===== config.mk =====
export PLATFORM = sky130hd
export DESIGN_NAME = mem_arbiter_flat
export DESIGN_NICKNAME = d
export VERILOG_FILES = /design/src/rtl/mem_arbiter_pkg.sv /design/src/rtl/mem_arbiter_if.sv /design/src/rtl/mem_arbiter_rr_arb2.sv /design/src/rtl/mem_arbiter.sv /design/src/flat_wrapper.sv
export SDC_FILE = /design/constraint.sdc
export NUM_CORES = 1
export LEC_CHECK = 0
export ABC_CLOCK_PERIOD_IN_PS = 1700
export BUFFER_PORTS_ARGS = -buffer_cell sky130_fd_sc_hd__buf_2
export CAP_MARGIN = 40
export CORE_UTILIZATION = 42
export CTS_CLUSTER_DIAMETER = 200
export CTS_CLUSTER_SIZE = 24
export DETAILED_ROUTE_END_ITERATION = 10
export GPL_TIMING_DRIVEN = 0
export PLACE_DENSITY = 0.77
export SETUP_SLACK_MARGIN = 0.02
export SLEW_MARGIN = 20
export SYNTH_ARGS = -nofsm -noshare
export SYNTH_HDL_FRONTEND = slang
export SYNTH_HIERARCHICAL = 1
export SYNTH_SLANG_ARGS = --single-unit
export TNS_END_PERCENT = 5

===== constraint.sdc =====
create_clock -name iClk -period 1.7 [get_ports iClk]
set_clock_uncertainty 0.1 [all_clocks]
set_input_delay 0.085 -clock iClk [delete_from_list [all_inputs] [get_ports iClk]]
set_output_delay 0.085 -clock iClk [all_outputs]
set_load 0.02 [all_outputs]

===== src/rtl/mem_arbiter_pkg.sv =====
// Shared types for the fetch/data memory-port arbiter: FSM states, grant ids, default widths.
package mem_arb_pkg;

  localparam int DEF_ADDR_W  = 32;
  localparam int DEF_DATA_W  = 32;
  localparam int DEF_TIMEOUT = 255;

  typedef enum logic [1:0] {
    IDLE    = 2'd0,
    BUSY_IF = 2'd1,
    BUSY_D  = 2'd2,
    RESP    = 2'd3
  } state_t;

  typedef enum logic {
    GNT_IF = 1'b0,
    GNT_D  = 1'b1
  } gnt_t;

endpackage


===== src/rtl/mem_arbiter_if.sv =====
// Requester, memory and status signals of the arbiter; master = arbiter side, slave = environment side.
interface mem_arbiter_if #(
  parameter int ADDR_W = mem_arb_pkg::DEF_ADDR_W,
  parameter int DATA_W = mem_arb_pkg::DEF_DATA_W
);
  logic                iIF_Req;
  logic [ADDR_W-1:0]   iIF_Addr;
  logic                oIF_Rdy;
  logic [DATA_W-1:0]   oIF_Data;

  logic                iD_Req;
  logic                iD_We;
  logic [ADDR_W-1:0]   iD_Addr;
  logic [DATA_W-1:0]   iD_WData;
  logic [DATA_W/8-1:0] iD_Be;
  logic                oD_Rdy;
  logic [DATA_W-1:0]   oD_RData;

  logic                oMem_Req;
  logic                oMem_We;
  logic [ADDR_W-1:0]   oMem_Addr;
  logic [DATA_W-1:0]   oMem_WData;
  logic [DATA_W/8-1:0] oMem_Be;
  logic                iMem_Rdy;
  logic [DATA_W-1:0]   iMem_RData;

  logic                oBusy;
  logic                oErr;

  modport master (
    input  iIF_Req, iIF_Addr, iD_Req, iD_We, iD_Addr, iD_WData, iD_Be, iMem_Rdy, iMem_RData,
    output oIF_Rdy, oIF_Data, oD_Rdy, oD_RData, oMem_Req, oMem_We, oMem_Addr, oMem_WData,
           oMem_Be, oBusy, oErr
  );

  modport slave (
    output iIF_Req, iIF_Addr, iD_Req, iD_We, iD_Addr, iD_WData, iD_Be, iMem_Rdy, iMem_RData,
    input  oIF_Rdy, oIF_Data, oD_Rdy, oD_RData, oMem_Req, oMem_We, oMem_Addr, oMem_WData,
           oMem_Be, oBusy, oErr
  );
endinterface


===== src/rtl/mem_arbiter_rr_arb2.sv =====
// rr_arb2: two-way round-robin pick, combinational (0 cycles); a lone requester always wins,
// a tie goes to the requester that was not granted last.
module rr_arb2
  import mem_arb_pkg::*;
(
  input  logic req_if,
  input  logic req_d,
  input  gnt_t last_gnt,
  output logic gnt_vld,
  output gnt_t gnt_id
);

  always_comb begin
    gnt_vld = req_if | req_d;
    gnt_id  = GNT_IF;
    if (req_if && req_d) begin
      gnt_id = (last_gnt == GNT_IF) ? GNT_D : GNT_IF;
    end else if (req_d) begin
      gnt_id = GNT_D;
    end
  end

endmodule


===== src/rtl/mem_arbiter.sv =====
// mem_arbiter: shares one memory port between fetch and data, one access at a time, 3 cycles minimum;
// requesters hold Req until their Rdy pulse. MEM_ARB_TIMEOUT_EN bounds the memory wait to TIMEOUT cycles.
module mem_arbiter
  import mem_arb_pkg::*;
#(
  parameter int ADDR_W  = DEF_ADDR_W,
  parameter int DATA_W  = DEF_DATA_W,
  parameter int TIMEOUT = DEF_TIMEOUT
) (
  input  logic          iClk,
  input  logic          nRst,
  mem_arbiter_if.master bus
);
  localparam int BE_W = DATA_W / 8;

  if (((DATA_W % 8) != 0) || (TIMEOUT < 1)) begin : g_bad_cfg
    $error("mem_arbiter: DATA_W must be a multiple of 8 and TIMEOUT at least 1");
  end

  state_t              state;
  gnt_t                last_gnt;
  logic                gnt_vld;
  gnt_t                gnt_id;
  logic                req_if;
  logic                req_d;

  logic                mem_req;
  logic                mem_we;
  logic [ADDR_W-1:0]   mem_addr;
  logic [DATA_W-1:0]   mem_wdata;
  logic [BE_W-1:0]     mem_be;
  logic                if_rdy;
  logic                d_rdy;
  logic [DATA_W-1:0]   if_data;
  logic [DATA_W-1:0]   d_rdata;

`ifdef MEM_ARB_TIMEOUT_EN
  localparam int CNT_W = $clog2(TIMEOUT + 1);
  logic [CNT_W-1:0]    wait_cnt;
  logic                err_q;
`endif

  // A requester still showing its Rdy is finishing, not asking again.
  assign req_if = bus.iIF_Req & ~if_rdy;
  assign req_d  = bus.iD_Req  & ~d_rdy;

  rr_arb2 u_rr_arb2 (
    .req_if   (req_if),
    .req_d    (req_d),
    .last_gnt (last_gnt),
    .gnt_vld  (gnt_vld),
    .gnt_id   (gnt_id)
  );

  always_ff @(posedge iClk or negedge nRst) begin
    if (!nRst) begin
      state     <= IDLE;
      last_gnt  <= GNT_IF;
      mem_req   <= 1'b0;
      mem_we    <= 1'b0;
      mem_addr  <= '0;
      mem_wdata <= '0;
      mem_be    <= '0;
      if_rdy    <= 1'b0;
      d_rdy     <= 1'b0;
      if_data   <= '0;
      d_rdata   <= '0;
`ifdef MEM_ARB_TIMEOUT_EN
      wait_cnt  <= '0;
      err_q     <= 1'b0;
`endif
    end else begin
      if_rdy <= 1'b0;
      d_rdy  <= 1'b0;
`ifdef MEM_ARB_TIMEOUT_EN
      err_q  <= 1'b0;
`endif
      case (state)
        IDLE: begin
          if (gnt_vld) begin
            mem_req  <= 1'b1;
            last_gnt <= gnt_id;
`ifdef MEM_ARB_TIMEOUT_EN
            wait_cnt <= '0;
`endif
            if (gnt_id == GNT_IF) begin
              mem_we    <= 1'b0;
              mem_addr  <= bus.iIF_Addr;
              mem_wdata <= '0;
              mem_be    <= '1;
              state     <= BUSY_IF;
            end else begin
              mem_we    <= bus.iD_We;
              mem_addr  <= bus.iD_Addr;
              mem_wdata <= bus.iD_WData;
              mem_be    <= bus.iD_We ? bus.iD_Be : '1;
              state     <= BUSY_D;
            end
          end
        end
        BUSY_IF, BUSY_D: begin
          // Completion beats a timeout landing on the same edge.
          if (bus.iMem_Rdy) begin
            mem_req <= 1'b0;
            state   <= RESP;
            if (state == BUSY_IF) begin
              if_rdy  <= 1'b1;
              if_data <= bus.iMem_RData;
            end else begin
              d_rdy <= 1'b1;
              if (!mem_we) d_rdata <= bus.iMem_RData;
            end
          end
`ifdef MEM_ARB_TIMEOUT_EN
          else if (wait_cnt == CNT_W'(TIMEOUT - 1)) begin
            mem_req <= 1'b0;
            state   <= RESP;
            err_q   <= 1'b1;
            if (state == BUSY_IF) if_rdy <= 1'b1;
            else                  d_rdy  <= 1'b1;
          end else begin
            wait_cnt <= wait_cnt + 1'b1;
          end
`endif
        end
        RESP:    state <= IDLE;
        default: state <= IDLE;
      endcase
    end
  end

  assign bus.oMem_Req   = mem_req;
  assign bus.oMem_We    = mem_we;
  assign bus.oMem_Addr  = mem_addr;
  assign bus.oMem_WData = mem_wdata;
  assign bus.oMem_Be    = mem_be;
  assign bus.oIF_Rdy    = if_rdy;
  assign bus.oIF_Data   = if_data;
  assign bus.oD_Rdy     = d_rdy;
  assign bus.oD_RData   = d_rdata;
  assign bus.oBusy      = (state != IDLE);
`ifdef MEM_ARB_TIMEOUT_EN
  assign bus.oErr       = err_q;
`else
  assign bus.oErr       = 1'b0;
`endif

endmodule


===== src/flat_wrapper.sv =====
// flat-port wrapper written by rule: the top's interface ports become plain ports
module mem_arbiter_flat import mem_arb_pkg::*;
#(
  parameter int ADDR_W  = DEF_ADDR_W,
  parameter int DATA_W  = DEF_DATA_W,
  parameter int TIMEOUT = DEF_TIMEOUT
)
  (iClk, nRst, bus_iIF_Req, bus_iIF_Addr, bus_iD_Req, bus_iD_We, bus_iD_Addr, bus_iD_WData, bus_iD_Be, bus_iMem_Rdy, bus_iMem_RData, bus_oIF_Rdy, bus_oIF_Data, bus_oD_Rdy, bus_oD_RData, bus_oMem_Req, bus_oMem_We, bus_oMem_Addr, bus_oMem_WData, bus_oMem_Be, bus_oBusy, bus_oErr);
  mem_arbiter_if #(.ADDR_W(ADDR_W), .DATA_W(DATA_W)) bus_i ();
  input  logic iClk;
  input  logic nRst;
  input wire logic [$bits(bus_i.iIF_Req)-1:0] bus_iIF_Req;
  input wire logic [$bits(bus_i.iIF_Addr)-1:0] bus_iIF_Addr;
  input wire logic [$bits(bus_i.iD_Req)-1:0] bus_iD_Req;
  input wire logic [$bits(bus_i.iD_We)-1:0] bus_iD_We;
  input wire logic [$bits(bus_i.iD_Addr)-1:0] bus_iD_Addr;
  input wire logic [$bits(bus_i.iD_WData)-1:0] bus_iD_WData;
  input wire logic [$bits(bus_i.iD_Be)-1:0] bus_iD_Be;
  input wire logic [$bits(bus_i.iMem_Rdy)-1:0] bus_iMem_Rdy;
  input wire logic [$bits(bus_i.iMem_RData)-1:0] bus_iMem_RData;
  output wire logic [$bits(bus_i.oIF_Rdy)-1:0] bus_oIF_Rdy;
  output wire logic [$bits(bus_i.oIF_Data)-1:0] bus_oIF_Data;
  output wire logic [$bits(bus_i.oD_Rdy)-1:0] bus_oD_Rdy;
  output wire logic [$bits(bus_i.oD_RData)-1:0] bus_oD_RData;
  output wire logic [$bits(bus_i.oMem_Req)-1:0] bus_oMem_Req;
  output wire logic [$bits(bus_i.oMem_We)-1:0] bus_oMem_We;
  output wire logic [$bits(bus_i.oMem_Addr)-1:0] bus_oMem_Addr;
  output wire logic [$bits(bus_i.oMem_WData)-1:0] bus_oMem_WData;
  output wire logic [$bits(bus_i.oMem_Be)-1:0] bus_oMem_Be;
  output wire logic [$bits(bus_i.oBusy)-1:0] bus_oBusy;
  output wire logic [$bits(bus_i.oErr)-1:0] bus_oErr;
  assign bus_i.iIF_Req = bus_iIF_Req;
  assign bus_i.iIF_Addr = bus_iIF_Addr;
  assign bus_i.iD_Req = bus_iD_Req;
  assign bus_i.iD_We = bus_iD_We;
  assign bus_i.iD_Addr = bus_iD_Addr;
  assign bus_i.iD_WData = bus_iD_WData;
  assign bus_i.iD_Be = bus_iD_Be;
  assign bus_i.iMem_Rdy = bus_iMem_Rdy;
  assign bus_i.iMem_RData = bus_iMem_RData;
  assign bus_oIF_Rdy = bus_i.oIF_Rdy;
  assign bus_oIF_Data = bus_i.oIF_Data;
  assign bus_oD_Rdy = bus_i.oD_Rdy;
  assign bus_oD_RData = bus_i.oD_RData;
  assign bus_oMem_Req = bus_i.oMem_Req;
  assign bus_oMem_We = bus_i.oMem_We;
  assign bus_oMem_Addr = bus_i.oMem_Addr;
  assign bus_oMem_WData = bus_i.oMem_WData;
  assign bus_oMem_Be = bus_i.oMem_Be;
  assign bus_oBusy = bus_i.oBusy;
  assign bus_oErr = bus_i.oErr;
  mem_arbiter #(.ADDR_W(ADDR_W), .DATA_W(DATA_W), .TIMEOUT(TIMEOUT)) u_core (.iClk(iClk), .nRst(nRst), .bus(bus_i));
endmodule

==> results by group, run 1 <==
Clock tree
  – Clk sinks: around 140
  – Total CTS buffers: 17
  – Clk root buf: clkbuf_16
  – CTS tree: built
  – Worst-path clk slew: 0.06 ns
  – Clock buffer depth: 2
  – H-Tree Level Count: 4
  – Clock latency on the worst-skew pair: 0.41 ns

Drt
  – # DRC: 0
  – Wire per inst: roughly 17 microns
  – Overall routed net length: 18.2 mm
  – TritonRoute pass-1 iters: 5
  – Via/cell ratio: 4.94
  – First-iteration detailed-routing DRC count: 245
  – Via count: 5396
  – Post-route ant nets: 0

Final layout
  – Fraction of layout cells with a size suffix above 1: a little under half
  – Fill count: 872
  – Commonest cells after routing, fill and taps aside: 273 x buf_2, 139 x dfrtp_1, 135 x dlygate4sd3_1
  – Area grow syn2layout: 69.0%
  – Final non-filler cell total: 1092
  – Most common cell after layout, fill and taps aside: buf_2
  – Nets: 1043

Logic synthesis
  – Flops & latches, synth: around 140
  – Post-synthesis cell count: 465
  – Compound-Gate Fraction of Synth Area: 3.94%
  – Post-synthesis adder-cell area fraction: 0.664%
  – Cell type with the largest total area after synthesis: dfrtp_1
  – Synth Net Count: 606
  – Synth Area in Simple Gates: 11.1%
  – Synth cell types: 24
  – Netlist Area Pre-Place: between 0.005 and 0.006 sq mm
  – Top-area cell type share of the netlist area: 61.6%
  – Syn. warnings: 6
  – Multiplexer area fraction after synthesis: 19.5%
  – Seq/Total Area, Yosys: about 62%
  – Largest family of logic cells by synthesized area: multiplexers
  – Ranking of synthesized cells by area: dfrtp_1 62%, mux2_2 11%, nand2_1 7.0%, mux2i_1 5.7%, o21ai_0 3.1%
  – Syn_area_per_cell: 12.1 sq um
  – Post-Synth XOR/XNOR Area: 0%

Global route
  – GRT overflow: 0
  – Vias in the first global route: roughly 5.7k
  – Largest net degree at the start of global routing: just over 80
  – Global-route wire length before repair: 28.9 mm
  – Global router's overall resource usage: 26.7%
  – Antenna violations before repair: 1

Place
  – Detailed placer's ending HPWL: 10.5 mm
  – Port Buffers: 274
  – Routability cong.: 0.806
  – Placed Cells: 916

Setup path
  – CP Cell Sequence: inv_2 -> ha_4 -> nand2_4 -> nor3_4 -> buf_12 -> buf_12 -> mux2_4
  – Setup crit start kind: register
  – Crit. path cell count: 7
  – Slowest cell on the critical path: dfrtp_1
  – Arrival @ worst endpoint: 1.96 ns
  – CP endpoint kind: register
  – Crit Path Class: register to register
  – WP data required: about 1.9 ns
  – Most frequent CP cell: buf_12
  – Top Family by Delay on Critical Path: flip-flops
  – Buf+Inv Stages, Crit Path: 3
  – Largest fanout on the critical path: 10
  – Reg2reg path depth: 7
  – Crit-path max cell delay: 0.39 ns

Floorplanning
  – Die area: 0.0139 sq mm
  – FP Rows: 42
  – IO Count: 276
  – Die width: 118 microns
  – Die height: 118 microns
  – Initial Util: 42.8%
  – Core footprint: 0.0132 sq mm

STA
  – RSZ-0062 raised after global routing: true
  – Setup ws final: -0.0687 ns
  – Worst hold slack: 0.0411 ns
  – Tcrit/Tclk final: 104%
  – Slew Viols, Final: 0
  – Setup tns final: -1.97 ns
  – Fin crit period: 1.77 ns
  – Final setup viols: 61
  – FMAX: 565 MHz
  – Final Hold Violating Endpoints: 0

Min path
  – Hold path cells: 5
  – Worst hold path class: input pin to register

Status
  – Status: complete, but fails checks
  – Failing checks: setup timing

Power
  – Worst vdd ir: between 1 and 1.5 mV
  – Design Power: between 15000 and 20000 uW
  – PwrDens: 1960 mW/mm^2
  – P_leak: 0.00493 uW

Run
  – Max cap viols: 0
## where the power goes
| part | total [uW] | internal (uW) | leakage (uW) | switching (uW) |
|---|---|---|---|---|
| sequential | 5880 | 4980 | 0.00170 | 898 |
| clock | 3650 | 2210 | 0.000278 | 1440 |
| combinational | 9180 | 3990 | 0.00295 | 5190 |
| total | 18700 | 11200 | 0.00493 | 7530 |
## area by class of cell
type | instances | area [sq um] | share of cell area [%]
sequential | 139 | 3480 | 36.4
timing repair buffer | 418 | 2860 | 30.0
multi-input combinational | 291 | 2120 | 22.2
clock buffer | 19 | 443 | 4.64
buffer | 29 | 254 | 2.66
tap | 176 | 220 | 2.31
clock inverter | 13 | 143 | 1.49
inverter | 6 | 22.5 | 0.236
antenna | 1 | 2.50 | 0.0262
## cells in the mapped netlist
library cell  number
a21boi_1           1
inv_1              6
o22a_1             4
nand2_2            1
and2_1             1
a21oi_1            1
nor3_4             1
mux2i_1           32
mux2_2            56
nor2b_1            3
o21ai_0           35
nand2_1          105
nand3_1           33
or2_1              1
mux2_4            10
clkbuf_1           9
conb_1             1
nor2_1             2
ha_1               3
dfrtp_1          139
or2b_1             1
buf_4              1
buf_2             16
buf_6              3
## cell families (layout without fill, tap and decap cells)
kind of cell / Yosys count / in the layout
AOI/OAI and AO/OA: 41 / 41
adders and majority gates: 3 / 3
buffers and inverters: 35 / 485
DFF: 139 / 139
muxes: 98 / 98
other: 1 / 2
and+or+nand+nor: 148 / 148
## worst paths after layout
path	end	slack, ns	startpoint
max reg2reg	u_core/bus.oD_RData[5]$_DFFE_PN0P_	-0.07	u_core/state[0]$_DFFE_PN0P_
max	u_core/bus.oD_RData[5]$_DFFE_PN0P_	-0.07	u_core/state[0]$_DFFE_PN0P_
max in group asynchronous	u_core/bus.oMem_Addr[14]$_DFFE_PN0P_	0.68	nRst
min reg2reg	u_core/bus.oMem_WData[11]$_DFFE_PN0P_	0.36	u_core/bus.oMem_WData[11]$_DFFE_PN0P_
min	u_core/bus.oD_Rdy$_DFF_PN0_	0.04	bus_iMem_Rdy
min in group asynchronous	u_core/bus.oD_RData[10]$_DFFE_PN0P_	0.08	nRst
## worst register-to-register path, stage by stage, from the launching register on
cell and delay [ns]:
dfrtp_1 0.39, inv_2 0.07, ha_4 0.27, nand2_4 0.05, nor3_4 0.14, buf_12 0.17, buf_12 0.15, mux2_4 0.31
## state kept, by name, indices dropped and copies added (netlist names)
register               cells
u_core/state               2
u_core/bus.oD_RData       32
u_core/bus.oMem_WData     32
u_core/bus.oMem_We         1
u_core/last_gnt            1
u_core/bus.oMem_Req        1
u_core/bus.oD_Rdy          1
u_core/bus.oMem_Addr      32
u_core/bus.oMem_Be         4
u_core/bus.oIF_Rdy         1
u_core/bus.oIF_Data       32
## stage by stage
| stage | cell area [sq um] | utilization [%] | setup WS (ns) |
|---|---|---|---|
| final | 9550 | 72.4 | -0.0687 |
| after global routing | 9550 | 72.4 | -0.123 |
| after CTS | 9480 | 71.9 | -0.136 |
| after detailed placement | 7280 | 55.2 | -0.489 |
| after global placement | 7240 | 54.9 | -1.51 |
| after floorplan | 5650 | - | -0.0417 |
## layer usage
metal | track usage (%) | up-vias | share of wire, %
li1 | - | 2452 | -
met1 | 30.0 | 2620 | 39
met2 | 46.2 | 263 | 52
met3 | 6.54 | 61 | 5.9
met4 | 15.0 | 0 | 3.7
met5 | 0 | - | 0
## timing repair
action                                 4_1_cts  5_1_grt
setup endpoints to repair                  132      129
gates resized for setup                     54       23
setup buffers                                4        1
pin swaps                                    2        3
gates cloned                                 2        0
endpoints found under the hold margin      274        0
hold buffers                               136        0
Power figures use the tool's default switching activity.
==> inputs of run 2 (changes only) <==
- CTS_BUF_LIST: not set -> sky130_fd_sc_hd__clkbuf_4 sky130_fd_sc_hd__clkbuf_8 sky130_fd_sc_hd__clkbuf_16
==> results by group, run 2 (synthesis gave the netlist of run 1 again) <==
Clock tree
  – H-Tree Level Count: 4 (unchanged)
  – CTS tree: built
  – Clock buffer depth: 2 (unchanged)
  – Clk root buf: clkbuf_16
  – Clk sinks: 139 (unchanged)
  – Worst-path clk slew: 0.06 ns (about the same)
  – Clock latency on the worst-skew pair: 0.41 ns (about the same)
  – Total CTS buffers: 17 (unchanged)

Drt
  – Via/cell ratio: 4.93 (-0.22%)
  – Overall routed net length: 18.3 mm (+0.32%)
  – # DRC: 0 (unchanged)
  – TritonRoute pass-1 iters: 5 (unchanged)
  – Wire per inst: 16.8 microns (+0.32%)
  – First-iteration detailed-routing DRC count: 239 (-2.4%)
  – Post-route ant nets: 0 (unchanged)
  – Via count: 5384 (-0.22%)

Final layout
  – Most common cell after layout, fill and taps aside: buf_2
  – Commonest cells after routing, fill and taps aside: 273 x buf_2, 139 x dfrtp_1, 135 x dlygate4sd3_1
  – Nets: 1043 (unchanged)
  – Fin area: 0.00955 sq mm (about the same)
  – Area grow syn2layout: 69.1% (about the same)
  – Fraction of layout cells with a size suffix above 1: 45.4% (+0.11 points)

Setup path
  – Setup crit start kind: register
  – Arrival @ worst endpoint: 1.96 ns (about the same)
  – WP data required: 1.89 ns (about the same)
  – Crit-path max cell delay: 0.39 ns (about the same)
  – Most frequent CP cell: buf_12
  – Reg-to-Reg Start: u_core/state[0]$_DFFE_PN0P_
  – Slowest cell on the critical path: dfrtp_1
  – CP Cell Sequence: inv_2 -> ha_4 -> nand2_4 -> nor3_4 -> buf_12 -> buf_12 -> mux2_4
  – Critical Path Start: u_core/state[0]$_DFFE_PN0P_
  – CP endpoint kind: register
  – Crit Path Class: register to register
  – Largest fanout on the critical path: 10 (unchanged)

Status
  – Status: complete, but fails checks
  – Failing checks: setup timing

Global route
  – Largest net degree at the start of global routing: 83 (unchanged)
  – Antenna violations before repair: 1 (unchanged)
  – GRT overflow: 0 (unchanged)
  – Global router's overall resource usage: 26.7% (unchanged)
  – Vias in the first global route: 5739 (unchanged)
  – Global-route wire length before repair: 28.9 mm (unchanged)

Floorplanning
  – FP Rows: 42 (unchanged)
  – Core footprint: 0.0132 sq mm (unchanged)
  – Initial Util: 42.8% (unchanged)
  – Die width: 118 microns (unchanged)
  – Die height: 118 microns (unchanged)
  – IO Count: 276 (unchanged)
  – Die area: 0.0139 sq mm (unchanged)

Min path
  – Hold Path Origin: bus_iMem_Rdy
  – Worst hold path class: input pin to register

STA
  – FMAX: 566 MHz (about the same)
  – Final Hold Violating Endpoints: 0 (unchanged)
  – Setup ws final: -0.0681 ns (+0.000593 ns)
  – Worst-margin pin slew: 0.501 ns
  – Setup tns final: -1.95 ns (+0.0165 ns)
  – Fin crit period: 1.77 ns (-0.000593 ns)
  – RSZ-0062 raised after global routing: true
  – Tcrit/Tclk final: 104% (about the same)
  – Final setup viols: 61 (unchanged)
  – Slew Viols, Final: 0 (unchanged)
  – Slew margin rel.: ~67%

Run
  – Max cap viols: 0 (unchanged)

Place
  – DP Area: 0.00728 sq mm (unchanged)
  – Port Buffers: 274 (unchanged)
  – Detailed placer's ending HPWL: 10.5 mm (unchanged)
  – Routability cong.: 0.806 (unchanged)

Power
  – P_leak: 0.00493 uW (about the same)
  – Worst vdd ir: 1.12 mV (+0.59%)
  – PwrDens: 1960 mW/mm^2 (about the same)
==> run 2: layer usage <==
layer  vias to the layer above  share of wire, %  global-route usage (%)
li1                       2453                 -                       -
met1                      2601                39                    30.0
met2                       269                52                    46.2
met3                        61               5.9                    6.54
met4                         0               3.7                    15.0
met5                         -                 0                       0
==> run 2: layout make-up <==
cell class                      instances  area [sq um]
Fill cell                             870          3640
Sequential cell                       139          3480
Timing Repair Buffer                  418          2860
Multi-Input combinational cell        291          2120
Clock buffer                           19           447
Buffer                                 29           254
Tap cell                              176           220
Clock inverter                         13           143
Inverter                                6          22.5
Antenna cell                            1          2.50
==> run 2: worst max-delay path: cells and delay by family (launching register included) <==
| kind | cells | cell delay [ns] |
|---|---|---|
| and+or+nand+nor | 2 | 0.19 |
| adders and majority gates | 1 | 0.27 |
| buffers and inverters | 3 | 0.39 |
| DFF | 1 | 0.39 |
| muxes | 1 | 0.30 |
==> run 2: path summary, 6_finish.rpt <==
check	depth (start not counted)	slack, ns	endpoint
max	7	-0.07	u_core/bus.oD_RData[3]$_DFFE_PN0P_
min	5	0.04	u_core/bus.oD_Rdy$_DFF_PN0_
max reg2reg	7	-0.07	u_core/bus.oD_RData[3]$_DFFE_PN0P_
min reg2reg	2	0.36	u_core/bus.oMem_WData[11]$_DFFE_PN0P_
max in group asynchronous	3	0.68	u_core/bus.oMem_Addr[14]$_DFFE_PN0P_
min in group asynchronous	2	0.08	u_core/bus.oD_RData[10]$_DFFE_PN0P_
==> run 2: repair_timing <==
action / CTS / global route
cloned: 2 / 0
gates resized for setup: 54 / 23
pin swaps: 2 / 3
setup endpoints to repair: 132 / 129
hold buffers: 136 / 0
buffers inserted: 4 / 1
endpoints found under the hold margin: 274 / 0
==> run 2: power breakdown <==
group | leakage (uW) | internal [uW] | switching, uW
clock | 0.000281 | 2230 | 1440
combinational | 0.00295 | 3990 | 5190
sequential | 0.00170 | 4980 | 899
total | 0.00493 | 11200 | 7540
==> run 2: per-stage QoR <==
stage	cells	hold WS, ns	util [%]	power [uW]	setup WS (ns)
5_1_grt	1092	0.0370	72.4	19700	-0.123
6_report	1092	0.0408	72.4	18700	-0.0681
2_1_floorplan	465	-0.311	-	11000	-0.0417
3_5_place_dp	916	-0.0630	55.2	13800	-0.489
3_3_place_gp	915	0.202	54.9	13500	-1.51
4_1_cts	1090	0.0923	71.9	18500	-0.136
